$ cat src/rtl/vga_pkg.sv
// Shared VGA constants: RGB565 field positions, 640x480 active area,
// and the eight-bar test-pattern colour table.
package vga_pkg;

    localparam int H_ACTIVE = 640;
    localparam int V_ACTIVE = 480;

    // MSB of each RGB565 field; the top four bits of each field are kept
    localparam int R_HI = 15;
    localparam int G_HI = 10;
    localparam int B_HI = 4;

    // {r,g,b} nibbles indexed by bar number: bit0->r, bit1->g, bit2->b
    localparam logic [7:0][11:0] BAR_RGB = {
        12'hFFF, 12'h0FF, 12'hF0F, 12'h00F,
        12'hFF0, 12'h0F0, 12'hF00, 12'h000
    };

    function automatic logic [11:0] rgb565_to_444(input logic [15:0] d);
        return {d[R_HI-:4], d[G_HI-:4], d[B_HI-:4]};
    endfunction

endpackage

$ cat src/rtl/vga_delay_line.sv
// Fixed-depth shift register with synchronous clear, used to align
// DE/den with the frame-buffer read data.
module vga_delay_line #(
    parameter int WIDTH = 2,
    parameter int DEPTH = 2
) (
    input  logic             clk,
    input  logic             reset,
    input  logic [WIDTH-1:0] din,
    output logic [WIDTH-1:0] dout
);

    logic [DEPTH-1:0][WIDTH-1:0] stage_q;
    logic [DEPTH-1:0][WIDTH-1:0] stage_d;

    always_comb begin
        stage_d    = stage_q;
        stage_d[0] = din;
        for (int i = 1; i < DEPTH; i++) begin
            stage_d[i] = stage_q[i-1];
        end
    end

    always_ff @(posedge clk) begin
        if (reset) begin
            stage_q <= '0;
        end else begin
            stage_q <= stage_d;
        end
    end

    assign dout = stage_q[DEPTH-1];

endmodule

$ cat src/rtl/vga_fb_reader.sv
// Frame-buffer reader: VGA x/y to RGB565 fetch, 1:1 or 2x upscale.
// Optional colour-bar generator enabled by macro VGA_FB_TESTPATTERN_EN.
module vga_fb_reader
    import vga_pkg::*;
#(
    parameter int SRC_W  = 320,
    parameter int SRC_H  = 240,
    parameter int ADDR_W = 17,
    parameter int RD_LAT = 1
) (
    input  logic              clk,
    input  logic              reset,
    input  logic              DE,
    input  logic [9:0]        x_pixel,
    input  logic [9:0]        y_pixel,
    input  logic              scale_sel,
    input  logic              tp_en,
    output logic              den,
    output logic [ADDR_W-1:0] rAddr,
    input  logic [15:0]       rData,
    output logic              de_o,
    output logic [3:0]        r_port,
    output logic [3:0]        g_port,
    output logic [3:0]        b_port
);

`ifdef VGA_FB_TESTPATTERN_EN
    localparam int DL_W = 6;
`else
    localparam int DL_W = 2;
`endif

    logic              scale_q, scale_d;
    logic              frame_ok_q, frame_ok_d;
    logic [ADDR_W-1:0] base_q, base_d;
    logic              den_q, den_d;
    logic [ADDR_W-1:0] raddr_q, raddr_d;
    logic              de_o_q, de_o_d;
    logic [11:0]       rgb_q, rgb_d;

    logic              frame_start;
    logic              line_start;
    logic              row_adv;
    logic              in_win;
    logic              active;
    logic              tp;
    logic [11:0]       w_lim;
    logic [11:0]       h_lim;
    logic [9:0]        col;
    logic [DL_W-1:0]   dl_in;
    logic [DL_W-1:0]   dl_out;

`ifdef VGA_FB_TESTPATTERN_EN
    assign tp = tp_en;
`else
    logic unused_tp;
    assign tp        = 1'b0;
    assign unused_tp = tp_en;
`endif

    always_comb begin
        frame_start = DE && (x_pixel == '0) && (y_pixel == '0);
        line_start  = DE && (x_pixel == '0) && (y_pixel != '0);
        w_lim       = 12'(SRC_W) << scale_q;
        h_lim       = 12'(SRC_H) << scale_q;
        in_win      = DE
                    && (x_pixel < 10'(H_ACTIVE))
                    && (y_pixel < 10'(V_ACTIVE))
                    && ({2'b0, x_pixel} < w_lim)
                    && ({2'b0, y_pixel} < h_lim);
        // A new source row begins on every line at 1:1, every even line at 2x
        row_adv     = line_start
                    && (!scale_q || !y_pixel[0])
                    && ({2'b0, y_pixel} < h_lim);

        scale_d     = frame_start ? scale_sel : scale_q;
        frame_ok_d  = frame_ok_q || frame_start;

        base_d = base_q;
        if (frame_start) begin
            base_d = '0;
        end else if (row_adv) begin
            base_d = base_q + ADDR_W'(SRC_W);
        end

        col     = scale_q ? {1'b0, x_pixel[9:1]} : x_pixel;
        active  = in_win && frame_ok_d && !tp;
        den_d   = active;
        raddr_d = active ? base_d + ADDR_W'(col) : '0;
    end

`ifdef VGA_FB_TESTPATTERN_EN
    assign dl_in = {tp, x_pixel[8:6], DE, active};
`else
    assign dl_in = {DE, active};
`endif

    vga_delay_line #(
        .WIDTH (DL_W),
        .DEPTH (RD_LAT + 1)
    ) u_dly (
        .clk   (clk),
        .reset (reset),
        .din   (dl_in),
        .dout  (dl_out)
    );

    always_comb begin
        de_o_d = dl_out[1];
        rgb_d  = dl_out[0] ? rgb565_to_444(rData) : 12'h000;
`ifdef VGA_FB_TESTPATTERN_EN
        if (dl_out[5]) begin
            rgb_d = dl_out[1] ? BAR_RGB[dl_out[4:2]] : 12'h000;
        end
`endif
    end

    always_ff @(posedge clk) begin
        if (reset) begin
            scale_q    <= 1'b0;
            frame_ok_q <= 1'b0;
            base_q     <= '0;
            den_q      <= 1'b0;
            raddr_q    <= '0;
            de_o_q     <= 1'b0;
            rgb_q      <= '0;
        end else begin
            scale_q    <= scale_d;
            frame_ok_q <= frame_ok_d;
            base_q     <= base_d;
            den_q      <= den_d;
            raddr_q    <= raddr_d;
            de_o_q     <= de_o_d;
            rgb_q      <= rgb_d;
        end
    end

    assign den    = den_q;
    assign rAddr  = raddr_q;
    assign de_o   = de_o_q;
    assign r_port = rgb_q[11:8];
    assign g_port = rgb_q[7:4];
    assign b_port = rgb_q[3:0];

endmodule
$ cat config.mk
export PLATFORM = sky130hd
export DESIGN_NAME = vga_fb_reader
export DESIGN_NICKNAME = d
export VERILOG_FILES = /design/src/rtl/vga_pkg.sv /design/src/rtl/vga_delay_line.sv /design/src/rtl/vga_fb_reader.sv
export SDC_FILE = /design/constraint.sdc
export NUM_CORES = 1
export LEC_CHECK = 0
export ABC_AREA = 1
export BUFFER_PORTS_ARGS = -buffer_cell sky130_fd_sc_hd__buf_4
export CAP_MARGIN = 25
export CORE_UTILIZATION = 30
export CTS_BUF_LIST = sky130_fd_sc_hd__clkbuf_2
export DETAILED_ROUTE_END_ITERATION = 8
export PLACE_DENSITY = 0.55
export SLEW_MARGIN = 10
export SYNTH_ARGS = -nofsm -noshare
export SYNTH_HDL_FRONTEND = slang
export SYNTH_SLANG_ARGS = --single-unit
$ cat constraint.sdc
create_clock -name clk -period 3.17 [get_ports clk]
set_input_delay 0.7925 -clock clk [delete_from_list [all_inputs] [get_ports clk]]
set_output_delay 0.7925 -clock clk [all_outputs]
set_load 0.005 [all_outputs]
==> impl_metrics.env, run 1 <==
export IMPL_outcome="finished clean"
export IMPL_cts_buffers=5
export IMPL_routabilityCongestion=0.799
export IMPL_viasPerCell=4.25
export IMPL_wl_per_cell_um=10.0
export IMPL_final_setup_skew_ns=0.0273
export IMPL_synth_edf_count=0
export IMPL_max_freq_mhz=340
export IMPL_overflow=0
export IMPL_setup_worst_path_start_class="input port"
export IMPL_fill_cells=986
export IMPL_yosys_area_top_type_share_pct=36.6
export IMPL_final_core_util_pct=44.8
export IMPL_grt_max_degree=24
export IMPL_cpPeakStageDelay_ns=0.34
export IMPL_synth_cell_types=33
export IMPL_netlist_instances=423
export IMPL_hold_viol_final=0
export IMPL_die_area_um2=10100
export IMPL_async_flop_share_pct=0
export IMPL_drive_above_1_share_pct=33.2
export IMPL_syn_area_per_cell_um2=6.85
export IMPL_area_growth_pct=43.6
export IMPL_ant_nets=0
export IMPL_drcViolationCount=0
export IMPL_grt_antenna_before_repair=0
export IMPL_io_buffers=66
export IMPL_track_usage_pct=14.2
export IMPL_clock_sinks=53
export IMPL_grt_pass1_wl_mm=11.4
export IMPL_finalCritPeriodShare_pct=92.7
export IMPL_antenna_cells=0
export IMPL_path_class="in -> reg"
export IMPL_core_um2=9280
export IMPL_fin_nets=609
export IMPL_ir_drop_uv=142
export IMPL_routed_wl_mm=6.82
export IMPL_die_w_um=100
export IMPL_drt_initial_drc_count=99
export IMPL_dr_pass1_iters=4
export IMPL_start_util_pct=31.2
export IMPL_cts_buffer_depth=2
export IMPL_yosysWarnings=0
export IMPL_cap_violations=0
export IMPL_ctsHtreeMaxLevel=2
export IMPL_place_area_um2=4000
export IMPL_yosysTopAreaCell="dfxtp_1"
export IMPL_hp_class="reg -> reg"
export IMPL_hold_slack_ns=0.424
export IMPL_final_area_um2=4160
export IMPL_worstMarginPinSlew_ns=0.468
export IMPL_die_y_um=100
export IMPL_leakagePower_nw=2.05
export IMPL_cp_arrival_ns=3.36
export IMPL_ios=72
export IMPL_clkSlewWorstSetupHoldPaths_ns=0.30
export IMPL_p_total_mw=1.09
export IMPL_worstSkewPairLatency_ns=0.45
export IMPL_cts_tree="yes"
export IMPL_final_cell_mix="126 x buf_4, 73 x nor2_1, 68 x inv_1"
export IMPL_drv_slew=0
export IMPL_regToRegSetupSlack_ns=0.23
export IMPL_via_count=2892
export IMPL_crit_slowest_cell="ha_1"
export IMPL_power_density_nw_per_um2=262
export IMPL_final_common_cell="buf_4"
export IMPL_synth_seq_cells=53
export IMPL_grt_pass1_vias=2644
export IMPL_synth_cell_area_um2=2900
export IMPL_period_needed_ns=2.94
export IMPL_synth_seq_area_share_pct=36.6
export IMPL_dp_hpwl_mm=5.50
export IMPL_multiInputGateArea_um2=1650
export IMPL_cp_data_required_time_ns=3.59
export IMPL_critPathMaxFanout=4
export IMPL_syn_nets=482
export IMPL_cts_root_buffer="clkbuf_2"
export IMPL_cp_end_kind="flop"
export IMPL_synth_area_leaders="dfxtp_1 37%, nor2_1 10%, nand2_1 9.6%"
export IMPL_std_cell_rows=35
export IMPL_path_cells="buf_4 > nor2_1 > nand2_1 > nor2_2 > nand3_2 > nor2_4 > nand2_2 > or2_4 > o21ai_4 > nor2_1 > ha_1 > nand2_2 > nor2_2 > nand3_1 > nand4_1 > nand2_2 > nand2_4 > nand4_4 > o21bai_1 > nand2_1 > nor2_1"
export IMPL_rsz0062_at_grt="no"
export IMPL_max_slew_margin_rel_pct=68.5
export IMPL_regArea_um2=1060
export IMPL_setup_violations=0
export IMPL_ys_flop_type="dfxtp_1"
==> logic make-up (layout without fill, tap and decap cells) <==
kind of cell / Yosys count / in the layout / synth area share [%]
flops: 53 / 53 / 36.6
simple gates: 212 / 212 / 33.5
fa+ha+maj: 18 / 18 / 8.03
xor+xnor: 1 / 1 / 0.302
buf+inv: 81 / 209 / 10.6
compound gates: 58 / 58 / 11.0
==> state kept, by name, summed over array words and instances, names as in the netlist <==
name	cells
base_q	17
de_o	1
frame_ok_q	1
rAddr	17
rgb_q	12
scale_q	1
u_dly.dout	2
u_dly.stage_d	2
==> critical path, delay by kind of cell <==
kind | cells | cell delay, ns
AND/OR/NAND/NOR | 17 | 1.85
adder cells (fa/ha/maj) | 1 | 0.34
AO/OA/AOI/OAI | 2 | 0.27
buffers and inverters | 1 | 0.11
==> cells in the mapped netlist (all sizes together), types with 4 or more instances <==
| cell type | count |
|---|---|
| a21oi | 24 |
| clkbuf | 5 |
| dfxtp | 53 |
| ha | 17 |
| inv | 73 |
| nand2 | 78 |
| nand3 | 23 |
| nand4 | 4 |
| nor2 | 86 |
| nor3 | 17 |
| o21ai | 23 |
==> per-stage QoR <==
step                TNS [ns]  worst slack, ns  instances
global placement       -2.00           -0.329        668
detailed placement     -2.03           -0.336        668
finish                     0            0.230        680
floorplan            -0.0706          -0.0676        423
CTS                        0           0.0907        676
global route               0          0.00190        680
==> per-layer routing <==
layer / share of wire [%] / global-route usage (%)
met4: 0.95 / 3.68
met1: 50 / 19.0
met3: 5.2 / 2.30
met5: 0 / 0
met2: 44 / 23.6
==> timing repair <==
item	CTS	global route
resized for setup	1	23
setup endpoints to repair	1	7
buffers inserted	0	4
hold buffers	0	0
cloned	0	0
pin swaps	0	17
==> worst paths after layout <==
| check | startpoint | endpoint | cells past startpoint |
|---|---|---|---|
| hold reg to reg | u_dly.dout[1] | de_o | 2 |
| hold / removal | u_dly.dout[1] | de_o | 2 |
| setup / recovery | x_pixel[3] | rAddr[15] | 21 |
| setup reg to reg | scale_q | rAddr[15] | 21 |
==> layout make-up <==
class / count / share of cell area, %
inverters: 74 / 6.67
clock inverters: 3 / 0.601
multi-input cells: 289 / 39.7
flip-flops and latches: 53 / 25.6
well taps: 129 / 3.88
clock buffers: 5 / 0.601
repair buffers: 127 / 23.0
==> where the power goes <==
group / total (mW) / leakage, nW / switching [mW] / internal, mW
Clock: 0.284 / 0.0296 / 0.225 / 0.0592
Sequential: 0.670 / 0.428 / 0.000550 / 0.670
Combinational: 0.134 / 1.59 / 0.0616 / 0.0722
No activity file was read; power rests on OpenSTA's default activity.
==> inputs of run 2 (changes only) <==
--- a/config.mk
+++ b/config.mk
@@ -5,7 +5,6 @@
 export SDC_FILE = /design/constraint.sdc
 export NUM_CORES = 1
 export LEC_CHECK = 0
-export ABC_AREA = 1
 export BUFFER_PORTS_ARGS = -buffer_cell sky130_fd_sc_hd__buf_4
 export CAP_MARGIN = 25
 export CORE_UTILIZATION = 30
==> run 2 against run 1 <==
Effect of this change: the run now ends with setup timing left; critical path type unchanged; critical endpoint unchanged; clock power is 26% higher; setup slack worse by 0.63 ns; hold slack better by 0.031 ns; count of clock-buffer cells in the layout is 1 higher; first-iteration DRC count is 47% lower; area after synthesis is 7.6% lower; largest cell class unchanged.
==> impl_metrics.env, run 2 <==
export IMPL_regToRegSetupSlack_ns=-0.22
export IMPL_synth_top_family_by_area="simple AND/OR/NAND/NOR gates"
export IMPL_final_cell_mix="144 x buf_4, 53 x dfxtp_1, 25 x nor2_1"
export IMPL_grt_pass1_vias=2534
export IMPL_std_cell_rows=34
export IMPL_synth_simple_gate_area_share_pct=28.0
export IMPL_synth_seq_area_share_pct=39.6
export IMPL_die_area_um2=9310
export IMPL_clkSlewWorstSetupHoldPaths_ns=0.26
export IMPL_cap_violations=0
export IMPL_power_density_nw_per_um2=273
export IMPL_regArea_um2=1060
export IMPL_synth_edf_count=0
export IMPL_ys_flop_type="dfxtp_1"
export IMPL_drcViolationCount=0
export IMPL_final_core_util_pct=49.1
export IMPL_ctsHtreeMaxLevel=2
export IMPL_cts_buffers=5
export IMPL_track_usage_pct=16.4
export IMPL_rsz0062_at_grt="yes"
export IMPL_worstMarginPinSlew_ns=0.573
export IMPL_path_class="in -> reg"
export IMPL_async_flop_share_pct=0
export IMPL_synth_area_leaders="dfxtp_1 40%, ha_1 7.9%, and2_1 4.4%"
export IMPL_cts_buffer_depth=2
export IMPL_drv_slew=0
export IMPL_yosysWarnings=0
export IMPL_cts_root_buffer="clkbuf_2"
export IMPL_cp_arrival_ns=3.94
export IMPL_antenna_cells=0
export IMPL_io_buffers=66
export IMPL_via_count=2636
export IMPL_synth_mux_area_share_pct=4.11
export IMPL_ant_nets=0
export IMPL_syn_area_per_cell_um2=9.33
export IMPL_period_needed_ns=3.57
export IMPL_hp_class="reg -> reg"
export IMPL_synth_seq_cells=53
export IMPL_synth_compound_area_share_pct=12.2
export IMPL_netlist_instances=287
export IMPL_outcome="finished, violations left"
export IMPL_setup_violations=8
export IMPL_setup_tns_ns=-1.94
export IMPL_dp_hpwl_mm=5.49
export IMPL_yosysTopAreaCell="dfxtp_1"
export IMPL_die_y_um=96.5
export IMPL_failed_checks="setup timing"
export IMPL_hold_slack_ns=0.454
export IMPL_critPathMaxFanout=7
export IMPL_drt_initial_drc_count=52
export IMPL_fill_cells=841
export IMPL_synth_xor_xnor_area_share_pct=4.58
export IMPL_final_common_cell="buf_4"
export IMPL_max_freq_mhz=280
export IMPL_synth_cell_area_um2=2680
export IMPL_overflow=0
export IMPL_viasPerCell=4.85
export IMPL_yosys_area_top_type_share_pct=39.6
export IMPL_fin_nets=494
export IMPL_die_w_um=96.5
export IMPL_grt_max_degree=25
export IMPL_final_setup_skew_ns=0.0210
export IMPL_drive_above_1_share_pct=49.8
export IMPL_clock_sinks=53
export IMPL_area_growth_pct=59.1
export IMPL_setup_worst_path_start_class="input port"
export IMPL_synth_cell_types=54
export IMPL_grt_pass1_wl_mm=11.8
export IMPL_leakagePower_nw=1.87
export IMPL_max_slew_margin_rel_pct=61.7
export IMPL_grt_antenna_before_repair=0
export IMPL_routabilityCongestion=0.822
export IMPL_cts_tree="yes"
export IMPL_synthAdderAreaFrac_pct=8.69
export IMPL_multiInputGateArea_um2=1820
export IMPL_ios=72
export IMPL_start_util_pct=30.9
export IMPL_syn_nets=346
export IMPL_ir_drop_uv=139
export IMPL_layout_setup_ws_ns=-0.396
export IMPL_dr_pass1_iters=4
export IMPL_netlist_top_cells_count="53 x dfxtp_1, 25 x nor2_1, 19 x and2_1"
export IMPL_cp_data_required_time_ns=3.54
export IMPL_synth_most_common_cell="dfxtp_1"
export IMPL_cp_end_kind="flop"
export IMPL_cts_hold_buf=0
export IMPL_wl_per_cell_um=13.4
export IMPL_routed_wl_mm=7.30
export IMPL_hold_viol_final=0
export IMPL_core_um2=8680
export IMPL_finalCritPeriodShare_pct=112
export IMPL_worstSkewPairLatency_ns=0.45
run 2: worst paths after layout:
path,start,endpoint,depth (start not counted)
min reg2reg,u_dly.dout[1],de_o,1
min,u_dly.dout[1],de_o,1
max reg2reg,scale_q,rAddr[15],16
max,y_pixel[6],rAddr[15],14
run 2: final cells by class:
class	count	area share, %
Tap cell	108	3.17
Multi-Input combinational cell	217	42.6
Sequential cell	53	24.9
Inverter	8	0.705
Clock buffer	6	0.705
Clock inverter	2	0.910
Timing Repair Buffer	150	27.0
run 2: metal layers:
metal	track usage, %	vias to the layer above	wire length, um
met1	20.3	1262	3100
met3	2.66	9	222
met5	0	-	0
li1	-	1324	-
met4	3.68	0	72
met2	29.6	41	3900
run 2: report_power, final:
group	switching [mW]	internal (mW)
registers	0.000242	0.670
logic	0.0539	0.0811
clock network	0.220	0.138
total	0.274	0.890
run 2: cells by family (layout without fill, tap and decap cells):
family                     Yosys count  after routing
DFF                                 53             53
and+or+nand+nor                    128            128
adders and majority gates           18             18
buffers and inverters               17            166
xor gates and xnor gates            14             14
AOI/OAI and AO/OA                   47             47
muxes                               10             10
run 2: worst max-delay path: stages:
cell and delay [ns]:
buf_4 0.11, or4_4 0.54, nor4_4 0.37, buf_4 0.20, nand2_4 0.08, and2_4 0.17
ha_4 0.28, nand3_2 0.09, o2111ai_2 0.26, nand2_2 0.12, o2111ai_4 0.23, or4b_1 0.47
o21bai_1 0.14, a21oi_1 0.08
run 2: per-stage QoR:
stage	total power, mW	instance area [um2]	setup WS, ns	std cells
3_5_place_dp	0.808	3950	-0.893	527
6_report	1.16	4260	-0.396	544
2_1_floorplan	0.726	2820	-0.822	287
4_1_cts	1.18	4160	-0.280	543
5_1_grt	1.22	4260	-0.442	544
3_3_place_gp	0.807	3950	-0.833	527
run 2: timing repair:
item | CTS | global route
setup buffers | 8 | 1
gates resized for setup | 18 | 16
endpoints found under the setup margin | 8 | 10
pin swaps | 22 | 7
==> inputs of run 3 (changes only) <==
--- a/config.mk
+++ b/config.mk
@@ -5,12 +5,13 @@
 export SDC_FILE = /design/constraint.sdc
 export NUM_CORES = 1
 export LEC_CHECK = 0
+export ABC_AREA = 1
 export BUFFER_PORTS_ARGS = -buffer_cell sky130_fd_sc_hd__buf_4
 export CAP_MARGIN = 25
 export CORE_UTILIZATION = 30
 export CTS_BUF_LIST = sky130_fd_sc_hd__clkbuf_2
 export DETAILED_ROUTE_END_ITERATION = 8
-export PLACE_DENSITY = 0.55
+export PLACE_DENSITY_LB_ADDON = 0.2
 export SLEW_MARGIN = 10
 export SYNTH_ARGS = -nofsm -noshare
 export SYNTH_HDL_FRONTEND = slang
==> run 3 against run 2 <==
Effect of this change: the run now ends clean; global-route usage shrank 1.8 points; sequential power is essentially flat; cell count grew 25%; sequential cell count is the same; first-iteration DRC count grew 83%; count of clock-buffer cells in the layout shrank 1; critical path depth grew 8; sequential share of layout area grew 0.54 points; wire length shrank 4.1%.
==> impl_metrics.env, run 3 (synthesized netlist as in run 1, its figures left out) <==
export IMPL_die_area_um2=10100
export IMPL_hold_viol_final=0
export IMPL_antenna_cells=0
export IMPL_setup_violations=0
export IMPL_ant_nets=0
export IMPL_worstMarginPinSlew_ns=0.450
export IMPL_start_util_pct=31.2
export IMPL_crit_slowest_cell="ha_4"
export IMPL_fill_cells=978
export IMPL_place_area_um2=4010
export IMPL_clock_sinks=53
export IMPL_final_setup_skew_ns=0.0306
export IMPL_worstSkewPairLatency_ns=0.44
export IMPL_p_total_mw=1.14
export IMPL_die_y_um=100
export IMPL_viasPerCell=4.26
export IMPL_core_um2=9280
export IMPL_period_needed_ns=2.95
export IMPL_cpPeakStageDelay_ns=0.28
export IMPL_final_area_um2=4190
export IMPL_die_w_um=100
export IMPL_cts_root_buffer="clkbuf_2"
export IMPL_min_from="u_dly.dout[1]"
export IMPL_max_freq_mhz=339
export IMPL_cap_violations=0
export IMPL_area_growth_pct=44.4
export IMPL_critPathLaunch="y_pixel[4]"
export IMPL_cts_tree="yes"
export IMPL_finalCritPeriodShare_pct=93.0
export IMPL_drcViolationCount=0
export IMPL_clkSlewWorstSetupHoldPaths_ns=0.24
export IMPL_setup_worst_path_start_class="input port"
export IMPL_power_density_nw_per_um2=273
export IMPL_wl_per_cell_um=10.3
export IMPL_grt_max_degree=24
export IMPL_crit_buf_inv=2
export IMPL_routed_wl_mm=7.00
export IMPL_grt_pass1_vias=2671
export IMPL_via_count=2899
export IMPL_cp_arrival_ns=3.34
export IMPL_drt_initial_drc_count=95
export IMPL_final_core_util_pct=45.1
export IMPL_cp_data_required_time_ns=3.56
export IMPL_fin_nets=610
export IMPL_cp_end_kind="flop"
export IMPL_ir_drop_uv=166
export IMPL_outcome="finished clean"
export IMPL_io_buffers=66
export IMPL_std_cell_rows=35
export IMPL_r2r_start="scale_q"
export IMPL_final_common_cell="buf_4"
export IMPL_placed_cells=669
export IMPL_cts_buffers=5
export IMPL_crit_family="simple AND/OR/NAND/NOR gates"
export IMPL_regToRegSetupSlack_ns=0.23
export IMPL_ios=72
export IMPL_cp_common_cell="nand2_1"
export IMPL_dp_hpwl_mm=5.68
export IMPL_leakagePower_nw=2.05
export IMPL_grt_antenna_before_repair=0
export IMPL_path_cells="buf_4 > ha_4 > nor2_2 > nor2_1 > nand2_1 > nand3_2 > inv_2 > nand2_2 > or2_4 > o21ai_4 > nor2_2 > ha_4 > nand2_2 > nor2_2 > nand3_1 > o2111ai_2 > nand3_2 > nor3_2 > nand2_1 > nand2_1 > nand2_1 > nor2_1"
export IMPL_path_class="in -> reg"
export IMPL_grt_pass1_wl_mm=11.6
export IMPL_routabilityCongestion=0.812
export IMPL_drv_slew=0
export IMPL_track_usage_pct=14.6
export IMPL_hp_class="reg -> reg"
export IMPL_overflow=0
export IMPL_dr_pass1_iters=5
export IMPL_drive_above_1_share_pct=33.5
export IMPL_critPathMaxFanout=3
export IMPL_fin_cells=681
export IMPL_max_slew_margin_rel_pct=69.7
export IMPL_cts_buffer_depth=2
export IMPL_final_cell_mix="126 x buf_4, 72 x nor2_1, 67 x inv_1, 67 x nand2_1, 52 x dfxtp_1"
export IMPL_ctsHtreeMaxLevel=2
## run 3: changes by cell type in the layout (fill, tap and decap cells not counted), sizes merged, moves of 8 or more
| cell | delta |
|---|---|
| nor4 | -10 |
| o21ai | +13 |
| nand2 | +65 |
| a21oi | +16 |
| mux2 | -8 |
| inv | +65 |
| nand3 | +15 |
| buf | -22 |
| nor2 | +60 |
| and2 | -20 |
| nor2b | -12 |
## run 3: through the flow
stage / setup TNS, ns / setup WS [ns] / hold slack (ns)
finish: 0 / 0.223 / 0.435
global route: -0.0154 / -0.0123 / 0.452
CTS: 0 / 0.00457 / 0.441
detailed placement: -2.45 / -0.353 / 0.399
global placement: -2.23 / -0.345 / 0.390
floorplan: -0.0706 / -0.0676 / 0.388
## run 3: per-layer routing
| layer | global-route usage (%) | wire length [um] | share of wire, % |
|---|---|---|---|
| met2 | 24.1 | 3080 | 44 |
| met4 | 4.35 | 71 | 1.0 |
| met3 | 3.13 | 415 | 5.9 |
| met1 | 19.0 | 3440 | 49 |
| met5 | 0 | 0 | 0 |
## run 3: worst reg2reg max path: stages (launching register included)
cell and delay (ns):
dfxtp_4 0.43, ha_4 0.24, nor2_2 0.09, nor2_1 0.04
nand2_1 0.08, nand3_2 0.11, inv_2 0.08, nand2_2 0.06
or2_4 0.27, o21ai_4 0.16, nor2_2 0.07, ha_4 0.28
nand2_2 0.07, nor2_2 0.13, nand3_1 0.10, o2111ai_2 0.11
nand3_2 0.13, nor3_2 0.15, nand2_1 0.09, nand2_1 0.06
nand2_1 0.05, nor2_1 0.09
## run 3: final cells by class
type / instances / area, um2 / share of cell area [%]
Inverter: 74 / 278 / 6.64
Clock buffer: 5 / 25.0 / 0.598
Clock inverter: 3 / 41.3 / 0.987
Sequential cell: 53 / 1060 / 25.4
Tap cell: 129 / 161 / 3.86
Timing Repair Buffer: 128 / 968 / 23.1
Multi-Input combinational cell: 289 / 1650 / 39.3
## run 3: repair_timing
item	4_1_cts	5_1_grt
endpoints found under the setup margin	0	9
resized for setup	0	26
buffers inserted	0	4
hold endpoints to repair	0	0
hold buffers	0	0
## run 3: worst paths after layout
path,to,cells past startpoint
setup reg to reg,rAddr[16],21
setup / recovery,rAddr[16],22
hold reg to reg,de_o,2
hold / removal,de_o,2
## run 3: power by group
group	internal (mW)	leakage, nW	switching (mW)	total (mW)
combinational	0.0708	1.58	0.0604	0.131
sequential	0.669	0.428	0.000570	0.670
clock	0.130	0.0366	0.211	0.341
total	0.870	2.05	0.272	1.14
